File: src/rtl/stream_rr_arbiter_if.sv
// stream_rr_arbiter_if: N byte-stream sources merged onto one stream toward the emitter
interface stream_rr_arbiter_if #(
  parameter int N = 4,
  parameter int W = 8
);
  logic [N*W-1:0] i_tdata;
  logic [N-1:0] i_tlast;
  logic [N-1:0] i_tvalid;
  logic [N-1:0] o_tready;
  logic [W-1:0] o_tdata;
  logic o_tlast;
  logic o_tvalid;
  logic i_tready;
  modport master (
    output i_tdata, i_tlast, i_tvalid, i_tready,
    input o_tready, o_tdata, o_tlast, o_tvalid
  );
  modport slave (
    input i_tdata, i_tlast, i_tvalid, i_tready,
    output o_tready, o_tdata, o_tlast, o_tvalid
  );
endinterface

File: src/rtl/stream_rr_arbiter.sv
// stream_rr_arbiter: packet-atomic round-robin merge of N streams with registered output and stall watchdog
module stream_rr_arbiter #(
  parameter int N = 4,
  parameter int W = 8,
  parameter int TIMEOUT = 0
) (
  input logic clk,
  input logic rst,
  stream_rr_arbiter_if.slave s,
  output logic [$clog2(N)-1:0] o_grant,
  output logic o_busy,
  output logic o_timeout
);
  localparam int GW = $clog2(N);
  localparam int CW = TIMEOUT > 1 ? $clog2(TIMEOUT) : 1;
  localparam logic [CW-1:0] LAST_CNT = CW'(TIMEOUT > 0 ? TIMEOUT - 1 : 0);
  typedef enum logic {IDLE, LOCKED} state_t;
  state_t state;
  logic [GW-1:0] ptr, pick, nxt;
  logic [CW-1:0] stall_cnt;
  logic ready, take, stall, fire;
  // nearest requester at or after ptr, wrapping; scanned downward so the smallest offset wins
  always_comb begin
    pick = ptr;
    for (int i = N - 1; i >= 0; i--)
      if (s.i_tvalid[(int'(ptr) + i) % N]) pick = GW'((int'(ptr) + i) % N);
  end
  assign ready = state == LOCKED && (!s.o_tvalid || s.i_tready);
  assign take = ready && s.i_tvalid[o_grant];
  assign stall = !s.i_tvalid[o_grant];
  assign fire = TIMEOUT > 0 && state == LOCKED && stall && stall_cnt == LAST_CNT;
  assign nxt = o_grant == GW'(N - 1) ? '0 : o_grant + 1'b1;
  assign s.o_tready = ready ? N'(1) << o_grant : '0;
  assign o_busy = state == LOCKED;
  // output register: load an accepted beat, otherwise drain when downstream takes it
  always_ff @(posedge clk)
    if (rst) begin
      s.o_tvalid <= 1'b0;
      s.o_tdata <= '0;
      s.o_tlast <= 1'b0;
    end else if (take) begin
      s.o_tvalid <= 1'b1;
      s.o_tdata <= s.i_tdata[int'(o_grant) * W +: W];
      s.o_tlast <= s.i_tlast[o_grant];
    end else if (s.i_tready) s.o_tvalid <= 1'b0;
  // arbitration FSM: lock on a grant until tlast is accepted or the watchdog releases it
  always_ff @(posedge clk)
    if (rst) begin
      state <= IDLE;
      ptr <= '0;
      o_grant <= '0;
      stall_cnt <= '0;
      o_timeout <= 1'b0;
    end else if (state == IDLE) begin
      if (|s.i_tvalid) begin
        o_grant <= pick;
        stall_cnt <= '0;
        state <= LOCKED;
      end
    end else if (take && s.i_tlast[o_grant]) begin
      state <= IDLE;
      ptr <= nxt;
    end else if (fire) begin
      state <= IDLE;
      ptr <= nxt;
      o_timeout <= 1'b1;
    end else stall_cnt <= stall ? stall_cnt + 1'b1 : '0;
endmodule

File: src/flat_wrapper.sv
// flat-port wrapper written by rule: the top's interface ports become plain ports
module stream_rr_arbiter_flat 
#(
  parameter int N = 4,
  parameter int W = 8,
  parameter int TIMEOUT = 0
)
  (clk, rst, o_grant, o_busy, o_timeout, s_i_tdata, s_i_tlast, s_i_tvalid, s_i_tready, s_o_tready, s_o_tdata, s_o_tlast, s_o_tvalid);
  stream_rr_arbiter_if #(.N(N), .W(W)) s_i ();
  input logic clk;
  input logic rst;
  output logic [$clog2(N)-1:0] o_grant;
  output logic o_busy;
  output logic o_timeout;
  input wire logic [$bits(s_i.i_tdata)-1:0] s_i_tdata;
  input wire logic [$bits(s_i.i_tlast)-1:0] s_i_tlast;
  input wire logic [$bits(s_i.i_tvalid)-1:0] s_i_tvalid;
  input wire logic [$bits(s_i.i_tready)-1:0] s_i_tready;
  output wire logic [$bits(s_i.o_tready)-1:0] s_o_tready;
  output wire logic [$bits(s_i.o_tdata)-1:0] s_o_tdata;
  output wire logic [$bits(s_i.o_tlast)-1:0] s_o_tlast;
  output wire logic [$bits(s_i.o_tvalid)-1:0] s_o_tvalid;
  assign s_i.i_tdata = s_i_tdata;
  assign s_i.i_tlast = s_i_tlast;
  assign s_i.i_tvalid = s_i_tvalid;
  assign s_i.i_tready = s_i_tready;
  assign s_o_tready = s_i.o_tready;
  assign s_o_tdata = s_i.o_tdata;
  assign s_o_tlast = s_i.o_tlast;
  assign s_o_tvalid = s_i.o_tvalid;
  stream_rr_arbiter #(.N(N), .W(W), .TIMEOUT(TIMEOUT)) u_core (.clk(clk), .rst(rst), .s(s_i), .o_grant(o_grant), .o_busy(o_busy), .o_timeout(o_timeout));
endmodule
File: config.mk
export PLATFORM = sky130hd
export DESIGN_NAME = stream_rr_arbiter_flat
export DESIGN_NICKNAME = d
export VERILOG_FILES = /design/src/rtl/stream_rr_arbiter_if.sv /design/src/rtl/stream_rr_arbiter.sv /design/src/flat_wrapper.sv
export SDC_FILE = /design/constraint.sdc
export NUM_CORES = 1
export LEC_CHECK = 0
export ABC_CLOCK_PERIOD_IN_PS = 2200
export BUFFER_PORTS_ARGS = -buffer_cell sky130_fd_sc_hd__buf_2
export CORE_ASPECT_RATIO = 0.8
export CORE_MARGIN = 5
export CORE_UTILIZATION = 41
export CTS_CLUSTER_DIAMETER = 120
export CTS_CLUSTER_SIZE = 14
export DETAILED_ROUTE_END_ITERATION = 8
export GPL_TIMING_DRIVEN = 0
export PLACE_DENSITY = 0.87
export SLEW_MARGIN = 20
export SYNTH_ARGS = -nofsm -noshare
export SYNTH_HDL_FRONTEND = slang
export SYNTH_SLANG_ARGS = --single-unit
File: constraint.sdc
create_clock -name clk -period 2.2 [get_ports clk]
set_clock_uncertainty 0.1 [all_clocks]
set_input_delay 0.22 -clock clk [delete_from_list [all_inputs] [get_ports clk]]
set_output_delay 0.22 -clock clk [all_outputs]
set_load 0.02 [all_outputs]
==> impl_metrics.env <==
export IMPL_synth_nets=136
export IMPL_grt_pass1_vias=999
export IMPL_synth_distinct_cells=25
export IMPL_die_w_um=63.8
export IMPL_cts_tree="done"
export IMPL_nets=200
export IMPL_synth_area_um2=950
export IMPL_routedWlPerCell_um=15.2
export IMPL_cts_buffer_depth=2
export IMPL_synth_xor_area_frac=0
export IMPL_antenna_found_initial=0
export IMPL_fmaxAchievable_mhz=495
export IMPL_dpl_hpwl_um=2290
export IMPL_place_congestion=0.793
export IMPL_synth_mux_area_frac=0.336
export IMPL_via_per_inst=5.28
export IMPL_ys_warn_count=0
export IMPL_crit_buf_inv=3
export IMPL_final_antenna_net_count=0
export IMPL_core_area_um2=2180
export IMPL_crit_fanout=10
export IMPL_synth_top_family_by_area="multiplexers"
export IMPL_worstHoldPathType="input pin to flop"
export IMPL_diodes=0
export IMPL_cp_cell_sequence="clkbuf_4, inv_1, ha_1, and3_1, buf_2"
export IMPL_grt_pass1_wl_um=4430
export IMPL_drv_slew=0
export IMPL_synth_compound_area_frac=0.0738
export IMPL_grt_max_degree=11
export IMPL_place_inst=173
export IMPL_worst_pin_slew_ps=590
export IMPL_drc=0
export IMPL_syn_inst=89
export IMPL_htreeDepth=1
export IMPL_start_util=0.436
export IMPL_slowest_stage="dfxtp_1"
export IMPL_synth_top_cell_area_share=0.316
export IMPL_syn_to_final_growth_pct=37.5
export IMPL_synthAdderAreaFrac=0.0527
export IMPL_arrival_ps=1700
export IMPL_min_period_ps=2020
export IMPL_maxCapViolCount=0
export IMPL_num_rows=15
export IMPL_io_buffers=59
export IMPL_vdd_drop_max_mv=0.431
export IMPL_overflow=0
export IMPL_die_y_um=53.0
export IMPL_cts_root_buf="clkbuf_4"
export IMPL_synth_area_leader_cell="dfxtp_1"
export IMPL_synth_simple_area_share=0.169
export IMPL_die_area_um2=3380
export IMPL_crit_type="flop to output port"
export IMPL_setup_viol=0
export IMPL_status="finished clean"
export IMPL_synth_seq_cells=15
export IMPL_fin_setup_tns_ps=0
export IMPL_rsz0062_at_grt="no"
export IMPL_path_clk_slew_ps=100
export IMPL_grt_usage=0.172
export IMPL_p_leak_nw=0.674
export IMPL_drt_iter0_drc=38
export IMPL_cts_sinks=15
export IMPL_drive_above_1_share=0.500
export IMPL_hold_viol_final=0
export IMPL_cts_buffers=3
export IMPL_fillers=195
export IMPL_routed_wirelength_um=2690
export IMPL_vias=935
export IMPL_dr_pass1_iters=4
export IMPL_post_cts_buffers=0
export IMPL_final_cells=177
export IMPL_cpPeakStageDelay_ps=500
export IMPL_crit_family="buffers and inverters"
export IMPL_critPathLaunchType="flop"
export IMPL_slew_headroom=0.601
export IMPL_syn_area_per_cell_um2=10.7
export IMPL_synth_area_leaders="dfxtp_1 (32%), mux4_2 (21%), mux2i_1 (9.5%)"
export IMPL_powerDensity_nw_per_um2=521
export IMPL_min_period_over_period=0.918
export IMPL_timing_hold_ws_ps=62.3
export IMPL_ys_seq_area_frac=0.316
export IMPL_critPathRequiredTime_ps=1880
export IMPL_clock_latency_ps=290
export IMPL_pin_count=61
export IMPL_end_kind="output port"
==> metal layers <==
| metal | track usage | vias up | part of all wire |
|---|---|---|---|
| li1 | - | 457 | - |
| met1 | 0.176 | 441 | 0.35 |
| met2 | 0.309 | 31 | 0.56 |
| met3 | 0.0573 | 6 | 0.061 |
| met4 | 0.0934 | 0 | 0.025 |
| met5 | 0 | - | 0 |
==> layout by cell type, fill, tap and decap left out <==
cell / synthesis / final
buf_2: 1 / 59
dfxtp_1: 15 / 15
nor2_1: 10 / 10
mux4_2: 9 / 9
mux2i_1: 9 / 9
a21oi_1: 7 / 7
inv_1: 5 / 5
nand2_1: 5 / 5
and3_1: 4 / 4
clkbuf_4: 0 / 4
ha_1: 4 / 4
nand2b_1: 2 / 2
clkbuf_1: 1 / 2
buf_4: 2 / 2
nor3b_1: 2 / 2
nor2b_1: 2 / 2
or3_1: 2 / 2
clkbuf_2: 0 / 1
nand3_1: 1 / 1
o41ai_1: 1 / 1
a2111oi_0: 1 / 1
nand4_4: 1 / 1
a221oi_1: 1 / 1
o221ai_1: 1 / 1
mux4_1: 1 / 1
conb_1: 1 / 1
==> metrics by stage <==
stage	setup slack [ps]	total power, W	cell area (µm²)	utilization
floorplan	363	0.000446	950	-
detailed placement	339	0.000529	1280	0.586
global placement	391	0.000517	1280	0.586
CTS	9.12	0.000686	1300	0.598
global route	23.6	0.000728	1310	0.600
finish	181	0.000681	1310	0.600
==> kinds of logic after synthesis <==
family	Yosys count
simple gates	29
other cells	1
flops	15
fa+ha+maj	4
mux	19
buf+inv	10
compound gates	11
==> final timing paths <==
| path | start | slack, ps | cells after the start | endpoint |
|---|---|---|---|---|
| hold / removal | rst | 60 | 2 | u_core.o_grant[1]$_SDFFE_PP0P_ |
| hold reg to reg | u_core.s.o_tlast$_SDFFE_PP0P_ | 380 | 2 | u_core.s.o_tlast$_SDFFE_PP0P_ |
| setup / recovery | u_core.o_grant[0]$_SDFFE_PP0P_ | 180 | 5 | s_o_tready[2] |
| setup reg to reg | u_core.o_grant[1]$_SDFFE_PP0P_ | 360 | 5 | u_core.s.o_tdata[2]$_SDFFE_PP0P_ |
==> area by class of cell <==
| cell class | instances | area (µm²) | share of cell area |
|---|---|---|---|
| buffer | 5 | 31.3 | 0.0239 |
| clock buffer | 4 | 26.3 | 0.0201 |
| inverter | 5 | 18.8 | 0.0144 |
| multi-input combinational | 64 | 603 | 0.462 |
| sequential | 15 | 300 | 0.230 |
| tap | 25 | 31.3 | 0.0239 |
| timing repair buffer | 59 | 295 | 0.226 |
==> cells in the mapped netlist, drive strengths merged <==
cell / instances
a2111oi: 1
a21oi: 7
a221oi: 1
and3: 4
buf: 4
clkbuf: 1
conb: 1
dfxtp: 15
ha: 4
inv: 5
mux2i: 9
mux4: 10
nand2: 5
nand2b: 2
nand3: 1
nand4: 1
nor2: 10
nor2b: 2
nor3b: 2
o221ai: 1
o41ai: 1
or3: 2
==> flip-flops by register name (all words and copies together), names as in the netlist <==
register,count
u_core.s.o_tlast,1
u_core.ptr,2
u_core.o_busy,1
u_core.s.o_tdata,8
u_core.s.o_tvalid,1
u_core.o_grant,2
==> timing repair <==
item                                    4_1_cts  5_1_grt
endpoints found under the setup margin        0        3
hold buffers                                  0        0
resized for setup                             0        2
==> power by group <==
part | internal [W] | switching (W)
combinational | 0.000108 | 0.000105
clock | 0.0000705 | 0.0000890
sequential | 0.000290 | 0.0000176
No activity file was read; power rests on OpenSTA's default activity.
